**config.mk**
```make
export PLATFORM = sky130hd
export DESIGN_NAME = fetch
export DESIGN_NICKNAME = d
export VERILOG_FILES = /design/src/rtl/fetch.sv
export SDC_FILE = /design/constraint.sdc
export NUM_CORES = 1
export LEC_CHECK = 0
export CORE_MARGIN = 4
export CORE_UTILIZATION = 35
export CTS_CLUSTER_SIZE = 8
export DETAILED_ROUTE_END_ITERATION = 8
export MAX_ROUTING_LAYER = met4
export SKIP_LAST_GASP = 1
export SLEW_MARGIN = 20
export SYNTH_ARGS = -nofsm -noshare
export SYNTH_HDL_FRONTEND = slang
export SYNTH_SLANG_ARGS = --single-unit
```
**constraint.sdc**
```tcl
create_clock -name CLK -period 8.2 [get_ports CLK]
set_clock_uncertainty 0.1 [all_clocks]
set_input_delay 1.23 -clock CLK [delete_from_list [all_inputs] [get_ports CLK]]
set_output_delay 1.23 -clock CLK [all_outputs]
set_load 0.005 [all_outputs]
```
**src/rtl/fetch.sv**
```systemverilog
// fetch: front-end stage of the tensor-core pipeline.
// Owns the program counter and issues instruction-memory reads. Returned words
// are buffered with their PCs in an in-order circular queue, and the head of
// that queue is presented to dispatch. flush redirects the PC and empties the
// queue. freeze holds the head in place.
// Optional feature macro: FETCH_PERF_EN adds the perf_fetched / perf_stall counters.
module fetch #(
    parameter int          DEPTH    = 4,
    parameter logic [31:0] RESET_PC = 32'h0000_0000
) (
    input  logic        CLK,
    input  logic        nRST,
    output logic        imem_ren,
    output logic [31:0] imem_addr,
    input  logic        ihit,
    input  logic [31:0] imemload,
    input  logic        flush,
    input  logic [31:0] branch_target,
    input  logic        freeze,
    input  logic        dispatch_ready,
    output logic        fetch_valid,
    output logic [31:0] fetch_imemload,
    output logic [31:0] fetch_pc
`ifdef FETCH_PERF_EN
    ,
    output logic [31:0] perf_fetched,
    output logic [31:0] perf_stall
`endif
);

    localparam int PTR_W = $clog2(DEPTH);
    localparam int CNT_W = PTR_W + 1;
    localparam logic [CNT_W-1:0] FULL_CNT = CNT_W'(DEPTH);

    logic [31:0]      pc_q, pc_d;
    logic [PTR_W-1:0] rd_ptr_q, rd_ptr_d;
    logic [PTR_W-1:0] wr_ptr_q, wr_ptr_d;
    logic [CNT_W-1:0] count_q, count_d;

    // Queue storage: PC and instruction word per entry. This storage is never reset.
    logic [31:0] pc_mem    [DEPTH];
    logic [31:0] instr_mem [DEPTH];

    logic full;
    logic push;
    logic pop;

    // Holding nRST in the request term keeps imem_ren low for as long as reset
    // is asserted. This holds even before the first clock edge.
    assign full        = (count_q == FULL_CNT);
    assign imem_ren    = nRST & ~flush & ~full;
    assign imem_addr   = pc_q;
    assign push        = imem_ren & ihit;
    assign fetch_valid = (count_q != '0);
    assign pop         = fetch_valid & dispatch_ready & ~freeze & ~flush;

    // The head is read from registered storage, so imemload has no
    // combinational path to the fetch_* outputs.
    assign fetch_pc       = pc_mem[rd_ptr_q];
    assign fetch_imemload = instr_mem[rd_ptr_q];

    // Next-state logic for the PC, the pointers and the count. flush overrides everything.
    always_comb begin
        pc_d     = pc_q;
        rd_ptr_d = rd_ptr_q;
        wr_ptr_d = wr_ptr_q;
        count_d  = count_q;
        if (flush) begin
            pc_d     = branch_target;
            rd_ptr_d = '0;
            wr_ptr_d = '0;
            count_d  = '0;
        end else begin
            if (push) begin
                wr_ptr_d = wr_ptr_q + PTR_W'(1);
                pc_d     = pc_q + 32'd4;
            end
            if (pop) begin
                rd_ptr_d = rd_ptr_q + PTR_W'(1);
            end
            case ({push, pop})
                2'b10:   count_d = count_q + CNT_W'(1);
                2'b01:   count_d = count_q - CNT_W'(1);
                default: count_d = count_q;
            endcase
        end
    end

    // Control state register. It has an asynchronous active-low reset.
    always_ff @(posedge CLK or negedge nRST) begin
        if (!nRST) begin
            pc_q     <= RESET_PC;
            rd_ptr_q <= '0;
            wr_ptr_q <= '0;
            count_q  <= '0;
        end else begin
            pc_q     <= pc_d;
            rd_ptr_q <= rd_ptr_d;
            wr_ptr_q <= wr_ptr_d;
            count_q  <= count_d;
        end
    end

    // On each push, write the returned word and its PC into the tail slot.
    always_ff @(posedge CLK) begin
        if (push) begin
            pc_mem[wr_ptr_q]    <= pc_q;
            instr_mem[wr_ptr_q] <= imemload;
        end
    end

`ifdef FETCH_PERF_EN
    logic [31:0] perf_fetched_q;
    logic [31:0] perf_stall_q;

    // Free-running event counters. flush does not clear them; only reset does.
    always_ff @(posedge CLK or negedge nRST) begin
        if (!nRST) begin
            perf_fetched_q <= '0;
            perf_stall_q   <= '0;
        end else begin
            if (push) begin
                perf_fetched_q <= perf_fetched_q + 32'd1;
            end
            if (imem_ren && !ihit) begin
                perf_stall_q <= perf_stall_q + 32'd1;
            end
        end
    end

    assign perf_fetched = perf_fetched_q;
    assign perf_stall   = perf_stall_q;
`endif

endmodule

```
==> summary.txt <==
Global routing
  • Largest net degree at the start of global routing: 66
  • Global-route wire length before repair: 39400 um
  • Initial antenna violation count: 0
  • Vias in the first global route: 6416
  • Tot GR Track Use: 14.6%
  • Grt ovf: 0

Placed design
  • DP HPWL: 15600 um
  • DP Area: 13700 um^2
  • Placer Congestion: 0.787
  • Port bufs: 167

Min path
  • WHS Endpoint: wr_ptr_q[0]
  • HP Class: reg2reg
  • Hold Path Stages: 1
  • Min-delay src: wr_ptr_q[0]

Setup path
  • Critical-path cell list: buf_4 > mux4_2 > clkdlybuf4s50_1
  • RR Startpoint: count_q[0]
  • Worst setup path category: reg2out
  • Startpoint types: flop
  • WP data arrival: 3210 ps
  • Req. time, crit path: 6870 ps
  • FF-to-FF End: count_q[2]
  • Worst-path maximum fanout: 42
  • FF-to-FF setup slack: 5150 ps
  • Critical path capture point type: output pin
  • Buf/Inv on CP: 2
  • CP peak stage delay: 760 ps
  • Crit-path slowest cell: dfrtp_4
  • CP delay by family, top: buffers and inverters
  • Worst-case reg-to-reg path depth: 9

Synth
  • Seq/Total Area, Yosys: 75.0%
  • Netlist cell types: 58
  • Ys flop type: edfxtp_1
  • Post-synth EDFFs: 256
  • Post-synthesis cell count: 591
  • Synth Net Count: 667
  • Flops & latches, synth: 295
  • Mapped Area: 11600 um^2
  • Synth warn: 0
  • Avg Inst Size Synth: 19.5 um^2
  • Ys async rst share: 13.2%

Detailed routing
  • Drt first pass iters: 5
  • DR iter-0 viols: 432
  • Avg Vias per Cell: 4.99
  • Post-Route M1 WL: 11500 um
  • Residual DRC: 0
  • Met3 WL: 1470 um
  • Met2 WL: 12500 um
  • Via count: 6210
  • Post-Route WL: 25900 um
  • Routed Antenna Nets: 0
  • DR WL/cell: 20.8 um
  • Highest routed layer: met4

Power
  • Power density over cell area: 238 nW/um^2
  • Max VDD drop: 0.144 mV
  • Leak pwr: 4.84 nW

Die
  • Core ar.: 32500 um^2
  • Die width: 190 um
  • Initial Util: 35.5%
  • Die area: 36000 um^2
  • FP Rows: 66
  • DIE HEIGHT: 190 um
  • Num ports: 168

Clock network
  • Clk_lat worst skew: 510 ps
  • H-tree Lvls: 2
  • CTS tree: done
  • Clock-pin transition on the worst setup and hold timing paths: 50 ps
  • Post-CTS Setup Bufs: 0
  • Num CTS Buffers: 42
  • Cts hold-fix bufs: 0
  • Root Buffer: clkbuf_16
  • Clock Sinks: 295
  • Bufs on Longest Clock Path: 3
  • CTS resizes: 0

STA
  • Final Max Slew Viols: 0
  • Final setup TNS: 0 ps
  • Worst slew margin: 30.3%
  • Slew at the pin with the worst max-slew slack: 1050 ps
  • Final Cycle Share: 55.3%
  • Setup-failing EPs final: 0
  • Crit path time final: 4540 ps
  • RSZ-0062 raised after global routing: false
  • Final Hold Fails: 0
  • Fmax: 220 MHz

Cells and area
  • Fin area: 14900 um^2
  • Final #Nets: 855
  • Most frequent cells in the layout: 256 x edfxtp_1, 165 x clkdlybuf4s50_1, 64 x mux4_2
  • Commonest non-fill, non-tap cell in the layout: edfxtp_1
  • Layout cells sized above 1: 16.3%
  • Fillers: 2841
  • N_diodes: 0
  • Layout overhead on the synthesized area: 28.6%

Status
  • Status: finished clean

Flow run
  • Total of max-cap violations: 0
[worst max path at each step]
stage,cells past startpoint,from,slack [ps],to
floorplan,5,flush,4150,instr_mem[0][0]
global placement,10,nRST,3900,count_q[2]
detailed placement,10,nRST,3810,count_q[2]
CTS,3,rd_ptr_q[0],3530,fetch_pc[3]
global route,3,rd_ptr_q[0],3380,fetch_imemload[2]
finish,3,rd_ptr_q[0],3660,fetch_pc[3]
[layout make-up]
type / count / area, um^2 / share of cell area (%)
clock buffers: 67 / 1170 / 7.85
clock inverters: 1 / 8.76 / 0.0590
inverters: 10 / 37.5 / 0.253
well taps: 442 / 553 / 3.72
multi-input cells: 261 / 2740 / 18.5
flip-flops and latches: 295 / 8670 / 58.4
repair buffers: 169 / 1680 / 11.3
[sequential cells by signal, indices dropped and copies added (netlist names)]
name       flops
instr_mem    128
pc_mem       128
imem_addr     32
count_q        3
rd_ptr_q       2
wr_ptr_q       2
[layer usage]
| metal | up-vias | GRT usage [%] |
|---|---|---|
| li1 | 2808 | - |
| met1 | 3174 | 20.2 |
| met2 | 195 | 22.8 |
| met3 | 33 | 2.75 |
| met4 | 0 | 3.42 |
| met5 | - | - |
[stage by stage]
stage | hold slack (ps) | setup slack [ps] | power (mW) | std cells | utilization (%)
final | 461 | 3660 | 3.53 | 1245 | 45.7
after global routing | 488 | 3380 | 3.67 | 1245 | 45.7
after CTS | 460 | 3530 | 3.58 | 1245 | 45.7
after detailed placement | 443 | 3810 | 2.02 | 1177 | 42.0
after global placement | 439 | 3900 | 2.02 | 1177 | 42.0
after floorplan | 408 | 4150 | 1.85 | 591 | -
[logic make-up after synthesis]
logic type               Yosys count  share of synthesized area [%]
AND/OR/NAND/NOR                  111                           5.30
AO/OA/AOI/OAI                     67                           4.09
flip-flops                       295                           75.0
multiplexers                      69                           12.9
adder cells (fa/ha/maj)            6                          0.715
XOR/XNOR                           8                          0.607
buffers and inverters             35                           1.36
[power by group]
part / total [mW] / switching [mW] / internal, mW / leakage (nW)
logic: 0.249 / 0.102 / 0.147 / 1.48
registers: 1.74 / 0.0556 / 1.69 / 2.80
clock network: 1.54 / 0.580 / 0.959 / 0.563
[worst reg2reg max path, delay by kind of cell, from the launching register on]
family          cells  cell delay (ps)
simple gates        4             1580
flops               1              440
compound gates      2              370
fa+ha+maj           1              200
xor+xnor            1              180
buf+inv             1               50
[synthesized netlist by cell type (2+ instances only)]
library cell  count  area (um^2)
edfxtp_1        256         7690
a21oi_1           6         30.0
buf_1             2         7.51
o21ai_0          15         75.1
dfrtp_1          39          976
nor3_1            3         15.0
buf_6             2         22.5
nand3_1          14         70.1
o211ai_1          7         52.6
clkbuf_1         12         45.0
or4_1             3         22.5
or3_1             4         25.0
nand4_1           8         50.1
a22oi_1           3         22.5
and3_1            6         37.5
nor2_1           18         67.6
mux2i_1           3         30.0
nand2_1          29          109
a32oi_1           5         43.8
mux4_2           64         1440
a221o_1           4         40.0
and2_1           10         62.6
xnor2_1           2         17.5
o311ai_0         10         87.6
mux2_2            2         22.5
buf_2             9         45.0
xor2_1            6         52.6
o21ai_1           3         15.0
a31oi_1           4         25.0
inv_1             9         33.8
nor2b_1           2         12.5
ha_1              5         62.6
Power figures use the tool's default switching activity.
